[config.mk]
export PLATFORM = sky130hd
export DESIGN_NAME = pkt_indicator_bank
export DESIGN_NICKNAME = d
export VERILOG_FILES = /design/src/rtl/pkt_indicator_bank.sv
export SDC_FILE = /design/constraint.sdc
export NUM_CORES = 1
export LEC_CHECK = 0
export ABC_AREA = 1
export CAP_MARGIN = 20
export CORE_UTILIZATION = 55
export DETAILED_ROUTE_END_ITERATION = 16
export PLACE_DENSITY = 0.83
export SLEW_MARGIN = 40
export SYNTH_ARGS = -nofsm -noshare
export SYNTH_HDL_FRONTEND = slang
export SYNTH_SLANG_ARGS = --single-unit
[constraint.sdc]
create_clock -name clk -period 2.9 [get_ports clk]
set_clock_uncertainty 0.1 [all_clocks]
set_input_delay 0.725 -clock clk [delete_from_list [all_inputs] [get_ports clk]]
set_output_delay 0.725 -clock clk [all_outputs]
set_load 0.02 [all_outputs]
[src/rtl/pkt_indicator_bank.sv]
// pkt_indicator_bank: per-channel packet-detect LED stretcher with optional hit counters.
// Define PKT_STAT_COUNT_EN to build the hit counters, hit_cnt readback and cnt_sat.
module pkt_indicator_bank #(
    parameter int N_CH        = 4,
    parameter int HOLD_CYCLES = 32_000_000,
    parameter int TIMER_W     = 25,
    parameter int CNT_W       = 16,
    parameter bit RETRIGGER   = 1'b0
) (
    input  logic             clk,
    input  logic             rst,
    input  logic             en,
    input  logic [N_CH-1:0]  pkt_pulse,
    input  logic             clr_cnt,
    input  logic [3:0]       sel,
    output logic [N_CH-1:0]  led,
    output logic             active_any,
    output logic [CNT_W-1:0] hit_cnt,
    output logic             cnt_sat
);
    localparam logic [0:0]         IDLE   = 1'b0;
    localparam logic [0:0]         HOLD   = 1'b1;
    localparam logic [TIMER_W-1:0] T_LAST = TIMER_W'(HOLD_CYCLES - 1);

    logic [N_CH-1:0]              pkt_q, state_q, state_d, ev;
    logic [N_CH-1:0][TIMER_W-1:0] timer_q, timer_d;
    logic                         run_q;

    // run_q blocks the first cycle after reset so an input already high is not an event
    assign ev = pkt_pulse & ~pkt_q & {N_CH{run_q & en}};

    always_comb begin
        for (int i = 0; i < N_CH; i++) begin
            state_d[i] = state_q[i];
            timer_d[i] = timer_q[i];
            if (state_q[i] == IDLE) begin
                if (ev[i]) begin
                    state_d[i] = HOLD;
                    timer_d[i] = '0;
                end
            end else if (ev[i] && RETRIGGER) begin
                timer_d[i] = '0;
            end else if (timer_q[i] == T_LAST) begin
                state_d[i] = IDLE;
                timer_d[i] = '0;
            end else begin
                timer_d[i] = timer_q[i] + 1'b1;
            end
        end
    end

    always_ff @(posedge clk or negedge rst) begin
        if (!rst) begin
            pkt_q   <= '0;
            run_q   <= 1'b0;
            state_q <= '0;
            timer_q <= '0;
        end else begin
            pkt_q   <= pkt_pulse;
            run_q   <= 1'b1;
            state_q <= state_d;
            timer_q <= timer_d;
        end
    end

    assign led        = state_q;
    assign active_any = |state_q;

`ifdef PKT_STAT_COUNT_EN
    logic [N_CH-1:0][CNT_W-1:0] cnt_q, cnt_d;
    logic [N_CH-1:0]            sat;

    always_comb begin
        hit_cnt = '0;
        for (int i = 0; i < N_CH; i++) begin
            sat[i]   = &cnt_q[i];
            cnt_d[i] = clr_cnt ? '0 : (ev[i] && !sat[i]) ? cnt_q[i] + 1'b1 : cnt_q[i];
            if (sel == 4'(i)) hit_cnt = cnt_q[i];
        end
    end

    always_ff @(posedge clk or negedge rst) begin
        if (!rst) cnt_q <= '0;
        else      cnt_q <= cnt_d;
    end

    assign cnt_sat = |sat;
`else
    logic unused_stat;
    assign unused_stat = ^{clr_cnt, sel};
    assign hit_cnt     = '0;
    assign cnt_sat     = 1'b0;
`endif
endmodule
# --- Word-level counts from Yosys, hierarchy flattened ---
# Index checks and enable logic that the tools add are counted.
classes:
  bitwise_logic: 4
  mux: 24
  n_eq_ne: 4
  n_addsub: 4
  reduce_logical: 5
ops:
  columns: ["cell", "count"]
  rows:
  - ["2-to-1 mux 25 bit", 12]
  - ["adder 25 x 1 -> 25 bit (second input constant)", 4]
  - ["equality test 25 bit (second input constant)", 4]
  - ["2-to-1 mux 1 bit", 12]
  - ["AND 4 bit", 2]
  - ["nonzero test 2 bit", 4]
  - ["NOT 4 bit", 1]
  - ["OR reduction 4 bit", 1]
  - ["AND 1 bit", 1]
word_totals:
  inputBits: 12
  elab_cells: 48
  regBits: 109

# --- Longest topological paths before layout ---
depth:
  depth_word: 5
  depth_mapped: 10
  mapped_depth_nobuf: 10

# --- Worst setup path after synthesis ---
# Ideal clock, no wire load.
synth_timing:
  path_kind: "register to output"
  from: "reg state_q[2], in the netlist led[2]"
  to: "out active_any"
  path_stages_with_launch: 4
  arrival_ns: 1.028
  setup_slack_ns: 1.047
  required_ns: 2.075
  cell_sequence: "dfrtp_1 buf_2 inv_1 nand4_1"
synth_via:
  elab_chain_cells: 1
synth_lines:
  columns: ["element", "line_no", "rtl"]
  rows:
  - ["from (decl)", "25", "logic [N_CH-1:0] pkt_q, state_q, state_d, ev;"]
  - ["from (signal assigned)", "61", "state_q <= state_d;"]
  - ["OR reduction 4 bit", "67", "assign active_any = |state_q;"]
  - ["to (decl)", "17", "output logic active_any,"]
# No other way between the ends.

# --- Final worst setup path ---
# Ends and elaborated chain as after synthesis.

==> reports/metrics.yaml <==
synth_compound_area_share_pct: 6.77
cts_buffer_depth: 2
cts_tree: "built"
synth_xor_area_share_pct: 5.35
yosysWarnings: 0
cts_hold_buf: 0
rsz0062_at_grt: "false"
post-place-cells: 1175
vias_per_cell: 5.19
end_kind: "output pin"
status: "completed"
grt_max_degree: 51
grt.total_usage_pct: 26.0
area_growth_pct: 8.27
ant_nets: 0
async_reset_ff_share_pct: 100
finalCritPeriodShare_pct: 89.4
fmax_mhz: 386
cts_resized: 0
dp_hpwl_microns: 11000
cts_buffers: 9
syn_area_per_cell_sq_um: 6.87
hold_path.class: "primary input to asynchronous set/reset pin"
synth-edff-count: 0
setup_viol: 0
die_h_microns: 114
antennaDiodeCount: 0
worst_pin_slew_ps: 635
ys.flop_type: "dfrtp_1"
hold_viol: 0
max-cap-violations: 0
routed_wl_microns: 15300
crit_slowest_cell: "clkdlybuf4s50_1"
cts_setup_buffers: 0
required_ps: 2080
rrSetupSlack_ps: 780
final_cells: 1191
synth.area.mux_share_pct: 0
placedInstanceArea_sq_mm: 0.00715
crit_type: "flip-flop to output pin"
synth-adder-area-share_pct: 0.728
mostFrequentLayoutCell: "nand2_1"
mostFrequentLayoutCells: "nand2_1, nor2_1, dfrtp_1"
design_area_sq_mm: 0.00744
drive_above_1_share_pct: 6.45
port_buffers: 11
routabilityCongestion: 0.935
numClockSinks: 109
path_cells: "inv_1 > nand4_1 > clkdlybuf4s50_1"
antenna_found_initial: 0
setup_tns_ps: 0
rows: 40
fp.dieW_microns: 114
final_util_pct: 61.4
dr.first_iter.drc_count: 461
layout_min_cycle_time_ps: 2590
yosysSeqAreaShare_pct: 39.7
netlist_instances: 1000
path_delay_family: "buffers and inverters"
ir_drop_uv: 509
dr.pass1.iters: 5
start_util_pct: 56.7
wire_per_inst_microns: 12.8
nNetsFinal: 1034
relSlewSlack_pct: 57.7
drcViolationCount: 0
grt_remaining_overflow: 0
vias: 6180
slew_viol_final: 0
path_clk_slew_ps: 80
cp_max_fo: 9
synthSimpleGateAreaFrac_pct: 39.3
worstPathArrival_ps: 1770
grt_pass1_wl_microns: 26800
leakage_nw: 3.46
htreeDepth: 3
core_area_sq_mm: 0.0121
critPathBufInv: 2
dieArea_sq_mm: 0.0129
synth_cell_types: 32
synth_top_family_by_area: "simple AND/OR/NAND/NOR gates"
ys_seq_elements: 109
grt_pass1_vias: 5874
clock-root-buffer: "clkbuf_16"
clock_latency_ps: 360
power.density_mw_per_mm2: 378
ioPinCount: 34
slowest_delay_ps: 580
startpoint_type: "flip-flop"
synth_area_sq_mm: 0.00687
registers in the layout (all words and copies together), names as in the netlist:
register and cells:
led 4, run_q 1, timer_q 100, pkt_q 4
through the flow:
step	power, W	hold WS (ps)	setup slack, ps
after global placement	0.00162	388	329
after floorplan	0.00159	329	1050
after detailed placement	0.00162	393	284
after CTS	0.00285	248	253
after global routing	0.00290	276	238
final	0.00281	223	306
final cells by class:
class	instances	area [sq um]
Multi-Input combinational cell	780	3650
Clock buffer	10	239
Sequential cell	109	2730
Fill cell	1102	4670
Inverter	97	364
Tap cell	168	210
Clock inverter	6	53.8
Timing Repair Buffer	21	195
logic make-up after synthesis:
family,after synthesis
simple gates,628
buf+inv,127
flops,109
compound gates,88
xor+xnor,42
fa+ha+maj,4
other cells,2
synth_stat cells (all sizes together), types with 4 or more instances:
library cell	number	area [sq um]
o21ai	71	355
dfrtp	109	2730
nor2	143	624
nand4	27	175
inv	97	364
xnor2	7	61.3
o22ai	7	43.8
ha	4	50.1
buf	25	171
nand3	81	415
xor2	35	307
nand2	361	1390
nor3	10	50.1
a21oi	6	33.8
clkbuf	5	18.8
metal layers:
metal	vias to the layer above	global-route usage [%]	wire length [microns]
met5	-	0	0
met4	0	9.04	195
met3	17	4.73	658
met2	125	43.5	7410
met1	2868	33.9	7040
li1	3170	-	-
where the power goes:
group	total (W)	internal, W	switching, W	leakage [nW]
Combinational	0.0000658	0.0000118	0.0000540	1.99
Sequential	0.00152	0.00152	0.000000998	1.33
Clock	0.00123	0.000622	0.000604	0.142
final timing paths:
path / depth (start not counted) / startpoint / to
min reg2reg: 2 / timer_q[49] / timer_q[49]
max reg2reg: 10 / timer_q[0] / timer_q[24]
min in group clk: 2 / timer_q[49] / timer_q[49]
max: 3 / led[2] / active_any
max in group asynchronous: 2 / rst / timer_q[14]
min: 1 / rst / timer_q[71]
worst register-to-register path: cells and delay by family, from the launching register on:
family	cells	cell delay, ps
DFF	1	490
and+or+nand+nor	9	1090
adders and majority gates	1	320
Power figures use the tool's default switching activity.
